--- src/rtl/periph_arb_pkg.sv ---
// Shared types and helpers for the peripheral TX arbiter.
package periph_arb_pkg;

  typedef enum logic {
    IDLE  = 1'b0,
    GRANT = 1'b1
  } arb_state_t;

  // First bit of the source-channel tag when tagging is enabled
  localparam int TAG_LSB = 28;

  // Index width for n channels, never narrower than one bit
  function automatic int id_width(input int n);
    return (n > 1) ? $clog2(n) : 1;
  endfunction

endpackage

--- src/rtl/rr_select.sv ---
// Combinational round-robin picker: returns the first set request bit
// strictly after `last`, wrapping around; `last` itself is checked last.
module rr_select #(
  parameter int N = 4,
  parameter int W = 2
) (
  input  logic [N-1:0] req,
  input  logic [W-1:0] last,
  output logic         found,
  output logic [W-1:0] index
);

  // Scan offsets 1..N from the previous owner, keep the first hit
  always_comb begin
    int unsigned c;
    logic [W-1:0] idx;
    found = 1'b0;
    index = last;
    c     = 0;
    idx   = '0;
    for (int k = 1; k <= N; k++) begin
      c   = (int'(last) + k) % N;
      idx = W'(c);
      if (!found && req[idx]) begin
        found = 1'b1;
        index = idx;
      end
    end
  end

endmodule

--- src/rtl/periph_tx_arbiter.sv ---
// Round-robin arbiter sharing the host-bound TX path among peripheral
// channels, with bounded burst ownership and a one-word output register.
// Optional build macro PERIPH_TX_ARB_TAG_EN: stamps the source channel
// into data_o[31:28] and forces be_o[3] on every loaded word.
module periph_tx_arbiter
  import periph_arb_pkg::*;
#(
  parameter int NUM_PERIPH = 4,
  parameter int MAX_BURST  = 16,
  localparam int IW        = id_width(NUM_PERIPH)
) (
  input  logic                    clk,
  input  logic                    rst_l,
  input  logic [NUM_PERIPH-1:0]   periph_valid,
  input  logic [NUM_PERIPH*32-1:0] periph_data,
  input  logic [NUM_PERIPH*4-1:0] periph_be,
  output logic [NUM_PERIPH-1:0]   periph_ack,
  output logic [31:0]             data_o,
  output logic [3:0]              be_o,
  output logic                    periph_data_available,
  input  logic                    read_periph_data,
  output logic [IW-1:0]           grant_id,
  output logic                    busy
);

  localparam int BW    = $clog2(MAX_BURST + 1);
  localparam int TAG_W = 32 - TAG_LSB;
  localparam logic [BW-1:0] LAST_BEAT = BW'(MAX_BURST - 1);

  arb_state_t state, state_nx;
  logic [BW-1:0] burst_cnt;
  logic [NUM_PERIPH-1:0][31:0] pdata;
  logic [NUM_PERIPH-1:0][3:0]  pbe;
  logic          load_en, take, found;
  logic [IW-1:0] pick;
  logic [31:0]   load_d;
  logic [3:0]    load_be;

  assign pdata = periph_data;
  assign pbe   = periph_be;

  rr_select #(.N(NUM_PERIPH), .W(IW)) u_sel (
    .req   (periph_valid),
    .last  (grant_id),
    .found (found),
    .index (pick)
  );

  // Output register can accept a word when empty or being drained now
  assign load_en = !periph_data_available | read_periph_data;
  // Owner's word is taken; gated by reset so nothing is acked in a reset cycle
  assign take    = rst_l & (state == GRANT) & periph_valid[grant_id] & load_en;
  assign busy    = (state == GRANT) | periph_data_available;

`ifdef PERIPH_TX_ARB_TAG_EN
  assign load_d  = {TAG_W'(grant_id), pdata[grant_id][TAG_LSB-1:0]};
  assign load_be = pbe[grant_id] | 4'b1000;
`else
  assign load_d  = pdata[grant_id];
  assign load_be = pbe[grant_id];
`endif

  // One-hot ack to the current owner only
  always_comb begin
    periph_ack = '0;
    if (take) periph_ack[grant_id] = 1'b1;
  end

  // Next state: pick in IDLE, release on owner drop or final burst beat
  always_comb begin
    state_nx = state;
    case (state)
      IDLE:  if (found) state_nx = GRANT;
      GRANT: begin
        if (!periph_valid[grant_id])            state_nx = IDLE;
        else if (take && burst_cnt == LAST_BEAT) state_nx = IDLE;
      end
      default: state_nx = IDLE;
    endcase
  end

  // State register
  always_ff @(posedge clk) begin
    if (!rst_l) state <= IDLE;
    else        state <= state_nx;
  end

  // Owner index and per-ownership word count
  always_ff @(posedge clk) begin
    if (!rst_l) begin
      grant_id  <= IW'(NUM_PERIPH - 1);
      burst_cnt <= '0;
    end else if (state == IDLE && found) begin
      grant_id  <= pick;
      burst_cnt <= '0;
    end else if (take) begin
      burst_cnt <= burst_cnt + BW'(1);
    end
  end

  // Output word register; a load and a read on the same edge keep it full
  always_ff @(posedge clk) begin
    if (!rst_l) begin
      data_o                <= '0;
      be_o                  <= '0;
      periph_data_available <= 1'b0;
    end else if (take) begin
      data_o                <= load_d;
      be_o                  <= load_be;
      periph_data_available <= 1'b1;
    end else if (read_periph_data) begin
      periph_data_available <= 1'b0;
    end
  end

endmodule

--- config.mk ---
export PLATFORM = sky130hd
export DESIGN_NAME = periph_tx_arbiter
export DESIGN_NICKNAME = d
export VERILOG_FILES = /design/src/rtl/periph_arb_pkg.sv /design/src/rtl/rr_select.sv /design/src/rtl/periph_tx_arbiter.sv
export SDC_FILE = /design/constraint.sdc
export NUM_CORES = 1
export LEC_CHECK = 0
export ABC_AREA = 1
export CAP_MARGIN = 20
export CORE_ASPECT_RATIO = 1.4
export CORE_MARGIN = 2
export CORE_UTILIZATION = 39
export DETAILED_ROUTE_END_ITERATION = 10
export PLACE_DENSITY = 0.82
export SKIP_LAST_GASP = 1
export SLEW_MARGIN = 20
export SYNTH_ARGS = -nofsm -noshare
export SYNTH_HDL_FRONTEND = slang
export SYNTH_HIERARCHICAL = 1
export SYNTH_SLANG_ARGS = --single-unit
export TNS_END_PERCENT = 1
--- constraint.sdc ---
create_clock -name clk -period 1.8 [get_ports clk]
set_input_delay 0.36 -clock clk [delete_from_list [all_inputs] [get_ports clk]]
set_output_delay 0.36 -clock clk [all_outputs]
set_load 0.02 [all_outputs]
==> out/qor.yml, run 1 <==
overflow: 0
drc_errors: 0
core_um2: 8510
crit_arrival_ns: 1.49
slowest_stage: "clkdlybuf4s50_1"
htreeDepth: 2
min_path_type: "reg2reg"
synthesis.nets: 752
critPathLaunchType: "input pin"
avgSynthCellArea_um2: 5.63
worst_slew_pin_slew_ns: 0.849
cts_made_buffers: 5
comb_power_share_pct: 64.8
clk_pin_slew_worst_paths_ns: 0.07
drt_wl_total_mm: 13.4
grt_antenna_before_repair: 0
cts_tree: "yes"
grt_usage_pct: 27.0
p_switching_mw: 3.13
hpwl_mm: 9.94
p_sw_share_pct: 46.5
cap_violations: 0
skew_ns: 0.0107
cp_slowest_stage_delay_ns: 0.45
max_freq_ghz: 0.541
port_buffers: 194
clockBufferDepth: 2
violations: "negative setup slack"
critPathCaptureType: "output port"
vias_per_cell: 5.22
sequentialPowerShare_pct: 19.4
finalCritPeriodShare_pct: 103
rows: 40
die_h_um: 114
fin_crit_ns: 1.85
worstPathRequired_ns: 1.44
ant_nets: 0
firstDrtPassIters: 5
hold_buffers: 0
diodes: 0
p_per_area_nw_per_um2: 1170
synth_warnings: 6
fin_util_pct: 67.6
rsz0062_at_grt: "yes"
grt_pass1_wl_mm: 19.7
cts_root_buf: "clkbuf_16"
yosys_register_bits: 45
initial_core_util_pct: 39.7
rrSetupSlack_ns: 0.02
dr_total_vias: 4653
clock_power_share_pct: 15.9
status: "finished with violations"
ioPinCount: 195
final_layout_size_suffix_gt1_share_pct: 9.16
grt_start_max_net_pins: 80
synth_edf_count: 0
grt_pass1_vias: 4357
cts_num_sinks: 45
fin_ws_ns: -0.0482
die_w_um: 82.6
place_ws_ns: -0.551
wl_per_cell_um: 15.0
finalHoldViolations: 0
path_cells: "clkdlybuf4s50_1 > inv_1 > a21oi_4 > nand2_4 > nor3_2 > buf_4"
worstSetupPathType: "in2out"
synth_area_um2: 3370
netlist_instances: 599
clk_latency_ns: 0.29
gp_congestion: 0.858
die_area_um2: 9420
p_int_mw: 3.60
finalMaxSlewViolations: 0
async_flop_share_pct: 0
synth_flop_cell: "dfxtp_1"
num-nets-final: 938
slew_headroom_pct: 43.3
final_cell_mix: "199 x nand2_1, 184 x clkdlybuf4s50_1, 144 x nand3_1"
p_leak_nw: 2.61
whs_ns: 0.484
ir_worst_vdd_mv: 1.59
layout_commonest_cell: "nand2_1"
path_max_fanout: 5
area_growth_pct: 70.3
setup_viol: 4
setup_tns_ns: -0.0960
yosysSeqAreaShare_pct: 26.7
synth.distinct_cells: 24
drtIter0Drc: 307
## logic make-up (layout without fill, tap and decap cells)
family | Yosys count | count (layout) | synth area share [%]
adders and majority gates | 2 | 2 | 0.741
buffers and inverters | 61 | 248 | 8.60
xor gates and xnor gates | 2 | 2 | 0.519
and+or+nand+nor | 438 | 438 | 55.5
DFF | 45 | 45 | 26.7
AOI/OAI and AO/OA | 51 | 51 | 7.93
## layer usage
layer  track usage, %  wire length [um]
met1             27.3              4770
met2             51.1              6920
met3             5.60              1130
met4             12.0               561
met5                0                 0
## synth_stat cells, types with 3 or more instances
master,count,area [um2]
nand2_1,199,747
a21oi_1,45,225
clkbuf_1,9,33.8
nor3_1,3,15.0
nand2_2,7,43.8
nor2_1,77,289
inv_1,10,37.5
inv_2,3,11.3
buf_4,3,22.5
buf_2,32,160
dfxtp_1,45,901
nand3_1,146,731
nand4_1,3,18.8
## flip-flops by register name, summed over array words and instances, names as in the netlist
name / count
grant_id: 2
state: 1
be_o: 4
data_o: 32
periph_data_available: 1
burst_cnt: 5
## timing repair
action | 4_1_cts | 5_1_grt
setup buffers | 0 | 2
resized for setup | 17 | 22
pin swaps | 0 | 8
setup endpoints to repair | 50 | 50
cloned | 0 | 1
## stage by stage
stage / instance area (um2) / std cells / total power [mW]
after floorplan: 3390 / 599 / 3.96
after global placement: 5480 / 880 / 5.39
after detailed placement: 5480 / 880 / 5.47
after CTS: 5630 / 888 / 6.54
after global routing: 5750 / 891 / 7.21
final: 5750 / 891 / 6.72
## area by class of cell
class	instances	area, um2
Fill cell	767	2760
Timing Repair Buffer	226	2230
Clock inverter	2	37.5
Sequential cell	45	908
Inverter	14	55.1
Clock buffer	6	139
Multi-Input combinational cell	493	2250
Tap cell	105	131
## power groups by stage
stage	Clock, mW	Sequential, mW	Combinational, mW
6_report	1.07	1.30	4.35
5_1_grt	1.13	1.32	4.76
4_1_cts	1.08	1.29	4.17
3_5_place_dp	0	1.31	4.16
3_3_place_gp	0	1.31	4.08
2_1_floorplan	0	1.49	2.46
## worst max-delay path: cells and delay by family
kind	cells	cell delay (ns)
buf+inv	3	0.68
simple gates	2	0.27
compound gates	1	0.18
## worst paths after layout
path	to	startpoint	cells past startpoint
worst min-delay path	data_o[7]	data_o[7]	2
worst min register to register	data_o[7]	data_o[7]	2
worst max-delay path	periph_ack[2]	read_periph_data	6
worst max register to register	burst_cnt[3]	grant_id[0]	13
(Power assumes the default switching activity.)
==> run 2, diff against run 1 <==
TNS_END_PERCENT = 10   (was 1)
==> out/qor.yml, run 2 (synthesis gave the netlist of run 1 again) <==
drt_wl_total_mm: 13.4  # about the same
grt_usage_pct: 27.0  # about the same
rrSetupSlack_ns: 0.04  # was 0.02 ns
hold_buffers: 0  # unchanged
clk_latency_ns: 0.29  # about the same
core_um2: 8510  # unchanged
min_from: "data_o[7]"  # unchanged
rr_startpoint: "grant_id[0]"  # unchanged
cts_num_sinks: 45  # unchanged
setup_tns_ns: 0  # was -0.0960 ns
multiInputGateArea_um2: 2230  # was 2250 um2
slew_headroom_pct: 43.3  # about the same
worst_slew_pin_slew_ns: 0.848  # was 0.849 ns
vias_per_cell: 5.23  # was 5.22
rsz0062_at_grt: "yes"  # unchanged
status: "finished clean"  # was finished with violations
grt_antenna_before_repair: 0  # unchanged
drtIter0Drc: 333  # was 307
firstDrtPassIters: 6  # was 5
ioPinCount: 195  # unchanged
path_max_fanout: 6  # was 5
die_area_um2: 9420  # unchanged
stdcell_count: 894  # was 891
finalCritPeriodShare_pct: 99.3  # was 103%
grt_pass1_vias: 4351  # was 4357
dp_cells: 880  # unchanged
initial_core_util_pct: 39.7  # unchanged
cp_top_family: "buffers and inverters"  # unchanged
clockBufferDepth: 2  # unchanged
setup_viol: 0  # was 4
ir_worst_vdd_mv: 1.59  # about the same
min_path_type: "reg2reg"  # unchanged
htreeDepth: 2  # unchanged
port_buffers: 194  # unchanged
slowest_stage: "clkdlybuf4s50_1"  # unchanged
worstSetupPathType: "reg2out"  # was in2out
fin_util_pct: 67.4  # was 67.6%
p_switching_mw: 3.12  # was 3.13 mW
largest_reg_flops: 32  # unchanged
ant_nets: 0  # unchanged
reg_top3: "data_o x32, burst_cnt x5, be_o x4"  # unchanged
cts_tree: "yes"  # unchanged
skew_ns: 0.0109  # was 0.0107 ns
cp_slowest_stage_delay_ns: 0.60  # was 0.45 ns
reg2reg_to: "data_o[5]"  # was burst_cnt[3]
diodes: 0  # unchanged
die_h_um: 114  # unchanged
fin_crit_ns: 1.79  # was 1.85 ns
max_flop_register: "data_o"  # unchanged
fill_cells: 771  # was 767
rows: 40  # unchanged
comb_power_share_pct: 64.9  # was 64.8%
gp_congestion: 0.858  # unchanged
crit_buf_inv: 2  # was 3
wl_per_cell_um: 15.0  # about the same
critPathCaptureType: "output port"  # unchanged
final_layout_size_suffix_gt1_share_pct: 9.38  # was 9.16%
sequentialPowerShare_pct: 19.3  # was 19.4%
clock_power_share_pct: 15.8  # was 15.9%
dr_total_vias: 4673  # was 4653
overflow: 0  # unchanged
p_leak_nw: 2.59  # was 2.61 nW
cts_made_buffers: 5  # unchanged
critPathLaunchType: "flip-flop"  # was input pin
area_growth_pct: 70.0  # was 70.3%
grt_pass1_wl_mm: 19.7  # about the same
seq_area_um2: 908  # unchanged
layout_commonest_cell: "nand2_1"  # unchanged
path_cells: "buf_4 > clkdlybuf4s50_1"  # was clkdlybuf4s50_1 > inv_1 > a21oi_4 > nand2_4 > nor3_2 > buf_4
grt_start_max_net_pins: 80  # unchanged
worstPathRequired_ns: 1.44  # about the same
cts_root_buf: "clkbuf_16"  # unchanged
cap_violations: 0  # unchanged
finalHoldViolations: 0  # unchanged
p_int_mw: 3.63  # was 3.60 mW
crit_arrival_ns: 1.43  # was 1.49 ns
hpwl_mm: 9.94  # unchanged
p_per_area_nw_per_um2: 1180  # was 1170 nW/um2
die_w_um: 82.6  # unchanged
clk_pin_slew_worst_paths_ns: 0.07  # about the same
min_path_cells: 2  # unchanged
min_to: "data_o[7]"  # unchanged
reg2regPathDepth: 8  # was 13
whs_ns: 0.484  # about the same
p_sw_share_pct: 46.2  # was 46.5%
finalMaxSlewViolations: 0  # unchanged
num-nets-final: 941  # was 938
final_cell_mix: "199 x nand2_1, 183 x clkdlybuf4s50_1, 145 x nand3_1"  # was 199 x nand2_1, 184 x clkdlybuf4s50_1, 144 x nand3_1
max_freq_ghz: 0.560  # was 0.541 GHz
drc_errors: 0  # unchanged
## run 2: worst max path at each step
stage / startpoint / endpoint / slack, ns / cells after the start
5_1_grt: grant_id[0] / data_o[5] / -0.12 / 8
3_3_place_gp: periph_valid[3] / periph_ack[2] / -0.49 / 8
2_1_floorplan: grant_id[1] / periph_ack[3] / 0.01 / 6
3_5_place_dp: periph_valid[3] / periph_ack[0] / -0.55 / 8
6_report: grant_id[1] / grant_id[1] / 0.01 / 2
4_1_cts: grant_id[0] / burst_cnt[3] / -0.10 / 13
## run 2: area by class of cell
| cell class | count | area share (%) |
|---|---|---|
| Sequential cell | 45 | 15.8 |
| Clock inverter | 2 | 0.654 |
| Multi-Input combinational cell | 493 | 38.9 |
| Clock buffer | 6 | 2.42 |
| Inverter | 14 | 0.959 |
| Tap cell | 105 | 2.29 |
| Timing Repair Buffer | 229 | 38.9 |
## run 2: per-stage QoR
stage	total power, mW	setup slack [ns]	area (um2)
3_3_place_gp	5.39	-0.494	5480
2_1_floorplan	3.96	0.0108	3390
4_1_cts	6.54	-0.104	5630
6_report	6.75	0.0133	5740
3_5_place_dp	5.47	-0.551	5480
5_1_grt	7.24	-0.117	5740
## run 2: timing repair
| item | 4_1_cts | 5_1_grt |
|---|---|---|
| resized for setup | 25 | 12 |
| pin swaps | 4 | 5 |
| endpoints found under the setup margin | 50 | 49 |
| buffers inserted | 0 | 5 |
| cloned | 0 | 1 |
## run 2: power groups by stage
| stage | Clock, mW | Sequential (mW) | Combinational (mW) |
|---|---|---|---|
| floorplan | 0 | 1.49 | 2.46 |
| global placement | 0 | 1.31 | 4.08 |
| detailed placement | 0 | 1.31 | 4.16 |
| CTS | 1.08 | 1.29 | 4.17 |
| global route | 1.13 | 1.32 | 4.79 |
| finish | 1.07 | 1.30 | 4.38 |
## run 2: routing by layer
layer  part of all wire [%]  global-route usage [%]  vias to the layer above
li1                       -                       -                     2338
met1                     36                    27.3                     2084
met2                     52                    50.9                      208
met3                    8.0                    5.60                       43
met4                    4.4                    12.0                        0
met5                      0                       0                        -
## run 2: worst min-delay path, delay by kind of cell (launching register included)
kind / cells / cell delay, ns
flops: 1 / 0.33
compound gates: 1 / 0.04
simple gates: 1 / 0.08
==> run 3, diff against run 2 <==
CORE_MARGIN = unset   (was 2)
==> out/qor.yml, run 3 (synthesis gave the netlist of run 1 again) <==
overflow: 0  # unchanged
layout_commonest_cell: "nand2_1"  # unchanged
p_leak_nw: 2.60  # was 2.59 nW
grt_antenna_before_repair: 0  # unchanged
max_freq_ghz: 0.544  # was 0.560 GHz
ioPinCount: 195  # unchanged
grt_start_max_net_pins: 80  # unchanged
m1WireLength_mm: 4.70  # was 4.76 mm
setup_tns_ns: -0.0372  # was 0 ns
hold_buffers: 0  # unchanged
fin_ws_ns: -0.0372  # was 0.0133 ns
firstDrtPassIters: 5  # was 6
dr_total_vias: 4747  # was 4673
clockBufferDepth: 2  # unchanged
max_flop_register: "data_o"  # unchanged
final_cell_mix: "198 x nand2_1, 182 x clkdlybuf4s50_1, 146 x nand3_1"  # was 199 x nand2_1, 183 x clkdlybuf4s50_1, 145 x nand3_1
power_mw: 6.65  # was 6.75 mW
die_h_um: 112  # was 114 um
die_area_um2: 9030  # was 9420 um2
wl_met2_mm: 6.95  # was 6.96 mm
grt_pass1_vias: 4357  # was 4351
htreeDepth: 2  # unchanged
cap_violations: 0  # unchanged
gp_congestion: 0.886  # was 0.858
hpwl_mm: 9.67  # was 9.94 mm
drc_errors: 0  # unchanged
skew_ns: 0.00653  # was 0.0109 ns
vias_per_cell: 5.31  # was 5.23
finalHoldViolations: 0  # unchanged
largest_reg_flops: 32  # unchanged
path_cells: "clkbuf_2 > clkdlybuf4s50_1"  # was buf_4 > clkdlybuf4s50_1
worstPathRequired_ns: 1.44  # about the same
final_layout_size_suffix_gt1_share_pct: 9.47  # was 9.38%
cp_slowest_stage_delay_ns: 0.63  # was 0.60 ns
met3_length_mm: 1.15  # was 1.07 mm
rows: 39  # was 40
ir_worst_vdd_mv: 1.39  # was 1.59 mV
crit_buf_inv: 2  # unchanged
wl_per_cell_um: 15.0  # about the same
finalCritPeriodShare_pct: 102  # was 99.3%
setup_viol: 1  # was 0
cp_top_family: "buffers and inverters"  # unchanged
stdcell_count: 894  # unchanged
slew_headroom_pct: 49.1  # was 43.3%
clk_pin_slew_worst_paths_ns: 0.05  # was 0.07 ns
cts_num_sinks: 45  # unchanged
rsz0062_at_grt: "yes"  # unchanged
cts_tree: "yes"  # unchanged
p_per_area_nw_per_um2: 1160  # was 1180 nW/um2
drtIter0Drc: 284  # was 333
critPathLaunchType: "flip-flop"  # unchanged
status: "finished with violations"  # was finished clean
area_growth_pct: 70.2  # was 70.0%
top_layer_used: "met4"  # unchanged
cts_root_buf: "clkbuf_16"  # unchanged
clk_latency_ns: 0.28  # was 0.29 ns
port_buffers: 194  # unchanged
grt_pass1_wl_mm: 20.0  # was 19.7 mm
cts_made_buffers: 5  # unchanged
ant_nets: 0  # unchanged
path_max_fanout: 6  # unchanged
initial_core_util_pct: 40.7  # was 39.7%
min_path_type: "reg2reg"  # unchanged
grt_usage_pct: 28.7  # was 27.0%
violations: "negative setup slack"
reg_top3: "data_o x32, burst_cnt x5, be_o x4"  # unchanged
die_w_um: 80.6  # was 82.6 um
fin_crit_ns: 1.84  # was 1.79 ns
drt_wl_total_mm: 13.4  # about the same
place_ws_ns: -0.560  # was -0.551 ns
core_um2: 8300  # was 8510 um2
crit_arrival_ns: 1.48  # was 1.43 ns
critPathCaptureType: "output port"  # unchanged
worstSetupPathType: "reg2out"  # unchanged
finalMaxSlewViolations: 0  # unchanged
diodes: 0  # unchanged
dp_cells: 874  # was 880
slowest_stage: "clkdlybuf4s50_1"  # unchanged
num-nets-final: 945  # was 941
worst_slew_pin_slew_ns: 0.764  # was 0.848 ns
-- run 3: layout make-up --
type | instances | area, um2
multi-input cells | 493 | 2220
inverters | 14 | 55.1
fillers | 758 | 2550
well taps | 102 | 128
clock buffers | 7 | 143
flip-flops and latches | 45 | 908
repair buffers | 233 | 2290
-- run 3: where the power goes --
part | switching [mW] | internal (mW) | leakage (nW)
combinational | 2.65 | 1.80 | 2.16
clock | 0.349 | 0.545 | 0.0700
sequential | 0.126 | 1.18 | 0.366
-- run 3: metal layers --
metal	up-vias	GRT usage (%)
li1	2342	-
met1	2154	28.8
met2	217	53.8
met3	34	7.15
met4	0	13.0
met5	-	0
-- run 3: final timing paths --
path                            slack [ns]  depth (start not counted)         from     endpoint
worst max-delay path                 -0.04                          2  grant_id[0]  grant_id[0]
worst min-delay path                  0.48                          2      be_o[0]      be_o[0]
worst max register to register        0.04                          9  grant_id[1]    data_o[8]
worst min register to register        0.48                          2      be_o[0]      be_o[0]
-- run 3: stage by stage --
stage	cell area, um2	hold slack, ns	utilization, %
floorplan	3390	0.452	-
global placement	5470	0.460	65.9
detailed placement	5470	0.468	65.9
CTS	5600	0.482	67.5
global route	5740	0.501	69.2
finish	5740	0.478	69.2
-- run 3: timing repair --
action,in CTS,in global routing
pin swaps,4,3
resized for setup,27,13
setup buffers,1,11
gates cloned,0,1
endpoints found under the setup margin,50,48
-- run 3: tightest hold or removal path, cell delays in order, from the launching register on --
cell     delay (ns)
dfxtp_1        0.32
a21oi_1        0.04
nor2_1         0.08
